**src/rtl/z80_pkg.sv**
```systemverilog
// Shared types and constants for the Z80 bus bridge.
// Holds the bridge FSM state type and the idle bus data value.
package z80_pkg;

  typedef enum logic [2:0] {
    ST_IDLE   = 3'd0,
    ST_MEM    = 3'd1,
    ST_MEM_WS = 3'd2,
    ST_IO     = 3'd3,
    ST_INTA   = 3'd4,
    ST_DONE   = 3'd5
  } bridge_state_t;

  localparam logic [7:0] BUS_IDLE_DATA = 8'hFF;

  // States in which the CPU must be stalled.
  function automatic logic is_busy(bridge_state_t s);
    return (s == ST_MEM) || (s == ST_MEM_WS) ||
           (s == ST_IO)  || (s == ST_INTA);
  endfunction

endpackage

```
**src/rtl/z80_bus_bridge.sv**
```systemverilog
// Z80 strobe bus to synchronous RAM / peripheral port bridge.
// Optional IO timeout: define Z80_BRIDGE_TIMEOUT_EN.
import z80_pkg::*;

module z80_bus_bridge #(
  parameter int WAIT_STATES = 0,
  parameter int IO_TIMEOUT  = 255
) (
  input  logic        clk,
  input  logic        rst,
  input  logic [15:0] addr_bus,
  input  logic [7:0]  cpu_dout,
  input  logic        MREQ_L,
  input  logic        IORQ_L,
  input  logic        RD_L,
  input  logic        WR_L,
  input  logic        M1_L,
  output logic [7:0]  cpu_din,
  output logic        WAIT_L,
  output logic [15:0] mem_addr,
  output logic [7:0]  mem_wdata,
  output logic        mem_we,
  output logic        mem_re,
  input  logic [7:0]  mem_rdata,
  output logic [7:0]  io_addr,
  output logic [7:0]  io_wdata,
  output logic        io_rd,
  output logic        io_wr,
  input  logic [7:0]  io_rdata,
  input  logic        io_ack,
  input  logic [7:0]  int_vector,
  output logic        io_timeout_err
);

  localparam logic [7:0] WS_LAST = 8'(WAIT_STATES - 1);
  localparam logic [7:0] TO_LAST = 8'(IO_TIMEOUT - 1);

  bridge_state_t state;
  logic [7:0]    cnt;
  logic          rd_cap;
  logic          rd_req;
  logic          xfer_req;

  // A cycle with both RD_L and WR_L low is a read.
  assign rd_req   = !RD_L;
  assign xfer_req = !RD_L || !WR_L;

  assign WAIT_L = !is_busy(state);

`ifdef Z80_BRIDGE_TIMEOUT_EN
  logic err_q;
  assign io_timeout_err = err_q;
`else
  logic unused_cfg;
  assign unused_cfg     = ^TO_LAST;
  assign io_timeout_err = 1'b0;
`endif

  always_ff @(posedge clk or posedge rst) begin
    if (rst) begin
      state     <= ST_IDLE;
      cnt       <= 8'd0;
      rd_cap    <= 1'b0;
      cpu_din   <= BUS_IDLE_DATA;
      mem_addr  <= 16'd0;
      mem_wdata <= 8'd0;
      mem_we    <= 1'b0;
      mem_re    <= 1'b0;
      io_addr   <= 8'd0;
      io_wdata  <= 8'd0;
      io_rd     <= 1'b0;
      io_wr     <= 1'b0;
`ifdef Z80_BRIDGE_TIMEOUT_EN
      err_q     <= 1'b0;
`endif
    end else begin
      mem_re <= 1'b0;
      mem_we <= 1'b0;
      // RAM data arrives one cycle after the read strobe.
      rd_cap <= mem_re;
      if (rd_cap)
        cpu_din <= mem_rdata;

      unique case (state)
        ST_IDLE: begin
          if (!MREQ_L) begin
            if (xfer_req) begin
              state     <= ST_MEM;
              mem_addr  <= addr_bus;
              mem_wdata <= cpu_dout;
              mem_re    <= rd_req;
              mem_we    <= !rd_req;
            end
          end else if (!IORQ_L) begin
            if (!M1_L) begin
              state   <= ST_INTA;
              cpu_din <= int_vector;
            end else if (xfer_req) begin
              state    <= ST_IO;
              cnt      <= 8'd0;
              io_addr  <= addr_bus[7:0];
              io_wdata <= cpu_dout;
              io_rd    <= rd_req;
              io_wr    <= !rd_req;
            end
          end
        end

        ST_MEM: begin
          if (WAIT_STATES > 0) begin
            state <= ST_MEM_WS;
            cnt   <= WS_LAST;
          end else begin
            state <= ST_DONE;
          end
        end

        ST_MEM_WS: begin
          if (cnt == 8'd0)
            state <= ST_DONE;
          else
            cnt <= cnt - 8'd1;
        end

        ST_IO: begin
          if (io_ack) begin
            if (io_rd)
              cpu_din <= io_rdata;
            io_rd <= 1'b0;
            io_wr <= 1'b0;
            state <= ST_DONE;
          end
`ifdef Z80_BRIDGE_TIMEOUT_EN
          else if (cnt == TO_LAST) begin
            io_rd   <= 1'b0;
            io_wr   <= 1'b0;
            cpu_din <= BUS_IDLE_DATA;
            err_q   <= 1'b1;
            state   <= ST_DONE;
          end else begin
            cnt <= cnt + 8'd1;
          end
`endif
        end

        ST_INTA: state <= ST_DONE;

        // Wait for both strobes to drop so a held cycle cannot retrigger.
        ST_DONE: begin
          if (MREQ_L && IORQ_L)
            state <= ST_IDLE;
        end

        default: state <= ST_IDLE;
      endcase
    end
  end

endmodule
```
**config.mk**
```make
export PLATFORM = sky130hd
export DESIGN_NAME = z80_bus_bridge
export DESIGN_NICKNAME = d
export VERILOG_FILES = /design/src/rtl/z80_pkg.sv /design/src/rtl/z80_bus_bridge.sv
export SDC_FILE = /design/constraint.sdc
export NUM_CORES = 1
export LEC_CHECK = 0
export BUFFER_PORTS_ARGS = -buffer_cell sky130_fd_sc_hd__buf_2
export CAP_MARGIN = 0
export CORE_UTILIZATION = 52
export DETAILED_ROUTE_END_ITERATION = 10
export PLACE_DENSITY_LB_ADDON = 0.12
export REMOVE_ABC_BUFFERS = 1
export SLEW_MARGIN = 20
export SYNTH_ARGS = -nofsm -noshare
export SYNTH_HDL_FRONTEND = slang
export SYNTH_SLANG_ARGS = --single-unit
```
**constraint.sdc**
```tcl
create_clock -name clk -period 5.04 [get_ports clk]
set_input_delay 0.756 -clock clk [delete_from_list [all_inputs] [get_ports clk]]
set_output_delay 0.756 -clock clk [all_outputs]
set_load 0.02 [all_outputs]
```
==> key figures <==
Logic synthesis
  • Ranking of synthesized cells by area: dfrtp_1 51%, mux2_2 9.8%, dfstp_2 7.6%
  • Synth Instances: roughly 250
  • Sequential area share after synthesis: 0.583
  • Synth unique cells: 45
  • Ys Warns: 0
  • Synth top area share: 0.507
  • Most area-hungry cell type in the Yosys netlist: dfrtp_1
  • Async S/R FF share, synth: 1.00
  • FF+latch count, synth: 64
  • Mapped Area: approximately 2800 um^2
  • Ys flop type: dfrtp_1
  • Post-synth EDFFs: 0
  • Syn Area/Cell: approximately 11 um^2

Power and ir drop
  • Net Switching: 0.818 mW
  • PD cells: just over 600 nW/um^2
  • Flop pwr share: 0.409
  • Int Pwr: between 1 and 1.5 mW
  • Sw Ratio: 0.374
  • VDD IR max: 0.000391 V
  • Pwr Total: about 2.2 mW
  • Lkg Pwr: 1.82 nW
  • Logic gate share of total power: 0.371
  • Clock power frac: 0.220

Clock tree
  • Clk_lat worst skew: between 300 and 400 ps
  • Root buffer cell: clkbuf_8
  • Clock sink count: 64
  • Resize count post-CTS: 0
  • Max clock buf depth: 2
  • CTS tree: done
  • Max H-tree Level: 3
  • Post CTS Setup Buffer Count: 0
  • Post-cts hold buffer count: 0
  • TritonCTS buffer count: 9
  • Clock slew at reported path FFs: 70 ps

Timing
  • Final Cycle Share: 0.475
  • Sum Neg Setup Slack: 0 ps
  • Fmax: approximately 0.42 GHz
  • Tmin final: 2390 ps
  • Final Skew: a little under 8 ps
  • RSZ-0062 raised after global routing: false
  • Final Hold Viols: 0
  • Final setup fails: 0
  • Pin slew with the least headroom to its limit: between 1000 and 1500 ps
  • Max Slew Vio Count: 0
  • Max_slew headroom: 0.305

Routing
  • First-pass DRT Iterations: 4
  • Drt total wl: roughly 6.1 mm
  • Vias: approximately 2,200
  • DRC marker count from the first detailed-route iteration: 107
  • Vias per Instance: 5.16
  • Routed WL per cell: ~14 um
  • Drt drc: 0
  • Antenna Nets Post-Route: 0

Worst setup path
  • CP arrival: roughly 2700 ps
  • Crit start category: input pin
  • CP Capture Type: flop
  • Crit path largest cell delay: roughly 870 ps
  • Worst Reg2Reg Path Length in Cells: 4
  • Worst Path Required: roughly 5300 ps
  • Crit-path max FO: 26
  • CP top delay family: simple AND/OR/NAND/NOR gates
  • CP Capture Point: cnt[1]
  • Buf/Inv on CP: 1
  • CP Class: input pin to flop
  • Cells along the critical path: buf_2 -> nor4_1 -> nand4_1 -> a211oi_1 -> a31o_2
  • Slowest library cell on the worst path: nand4_1
  • Reg2Reg Setup Slack: 2650 ps
  • CP Depth: 5
  • R2r startpoint: state[0]
  • FF-to-FF End: cnt[1]
  • Crit path from: IORQ_L

Placed design
  • IO buf count: ~110
  • Post-DP Area: roughly 3300 um^2
  • Routability cong.: about 0.92
  • Dpl cells: 412
  • HPWL Detailed: around 4.1 mm

Layout
  • Commonest non-fill, non-tap cell in the layout: buf_2
  • Nets: 411
  • Area delta synth->final: 28.8%
  • Proportion of layout cells with a drive suffix above 1: 0.472
  • Final std cells w/o fill: about 430
  • Commonest cells after routing, fill and taps aside: 108 x buf_2, 56 x dfrtp_1, 55 x nand2_1
  • Number of diodes: 0
  • # fillers: 405
  • Post-route design area: about 3600 um^2

Floorplanning
  • Core region area: around 5100 um^2
  • Starting Density: 0.541
  • Die height: ~75 um
  • Row Count: 26
  • Die Span X: between 70 and 80 um
  • Die ar.: approximately 5600 um^2
  • I/O Pins: 110

Global routing
  • First-pass GRT wire length: 9.33 mm
  • Pin count of the biggest net entering global routing: 65
  • Vias in the first global route: roughly 2,100
  • Total global routing overflow: 0
  • Antenna violations before repair: 0
  • GRT Overall Usage: 0.226

Run
  • Max-cap violations: 0

Status
  • Outcome: finished, final reports clean

Min path
  • HP Class: flop to flop
-- metal layers --
| metal | GRT usage | wire length [um] | up-vias |
|---|---|---|---|
| li1 | - | - | 1069 |
| met1 | 0.283 | 2640 | 1044 |
| met2 | 0.356 | 2920 | 87 |
| met3 | 0.0723 | 442 | 8 |
| met4 | 0.111 | 75 | 0 |
| met5 | 0 | 0 | - |
-- cells in the mapped netlist (all sizes together) (2+ instances only) --
master and number:
nand3 3, dfstp 8, or4 5, clkbuf 5, nor2 5, a21oi 2, a22oi 8, or3 3
nand2 56, dfrtp 56, or2 2, nor3 3, ha 2, mux2i 10, buf 7, mux2 24
o211ai 2, o21ai 16, inv 7, nor4b 2
-- power groups by stage --
stage	Sequential, mW	Clock [mW]	Combinational (mW)
5_1_grt	0.925	0.511	0.884
6_report	0.895	0.482	0.812
3_5_place_dp	0.898	0	0.815
4_1_cts	0.894	0.491	0.821
2_1_floorplan	1.13	0	0.287
3_3_place_gp	0.890	0	0.796
-- flip-flops by register name, indices dropped and copies added (netlist names) --
name,count
mem_addr,16
cnt,8
cpu_din,8
io_addr,8
io_wdata,8
mem_wdata,8
state,3
io_rd,1
io_wr,1
mem_re,1
mem_we,1
rd_cap,1
-- logic make-up (layout without fill, tap and decap cells) --
logic type,count (synthesis),in the layout,synth area share
AO/OA/AOI/OAI,37,37,0.0860
buffers and inverters,19,132,0.0317
XOR/XNOR,1,1,0.00317
flip-flops,64,64,0.583
multiplexers,34,34,0.134
adder cells (fa/ha/maj),2,2,0.00905
other,1,1,0.00136
AND/OR/NAND/NOR,87,87,0.152
-- layout make-up --
cell class	instances	area, um^2	share of cell area
flip-flops and latches	64	1610	0.452
multi-input cells	162	1070	0.300
repair buffers	109	548	0.154
clock buffers	10	138	0.0386
well taps	70	87.6	0.0246
clock inverters	6	82.6	0.0232
inverters	7	26.3	0.00738
-- per-stage QoR --
step                hold slack (ps)  setup slack, ps  utilization
finish                          374             2650        0.697
global route                    385             2390        0.697
CTS                             374             2550        0.697
detailed placement              358             2270        0.654
global placement                355             2390        0.654
floorplan                       484             2700            -
-- worst min path at each step --
stage	start	endpoint	cells after the start
6_report	mem_re	rd_cap	0
3_3_place_gp	mem_re	rd_cap	0
4_1_cts	mem_re	rd_cap	0
2_1_floorplan	cnt[3]	cnt[3]	1
5_1_grt	mem_re	rd_cap	0
3_5_place_dp	mem_re	rd_cap	0
(Power assumes the default switching activity.)
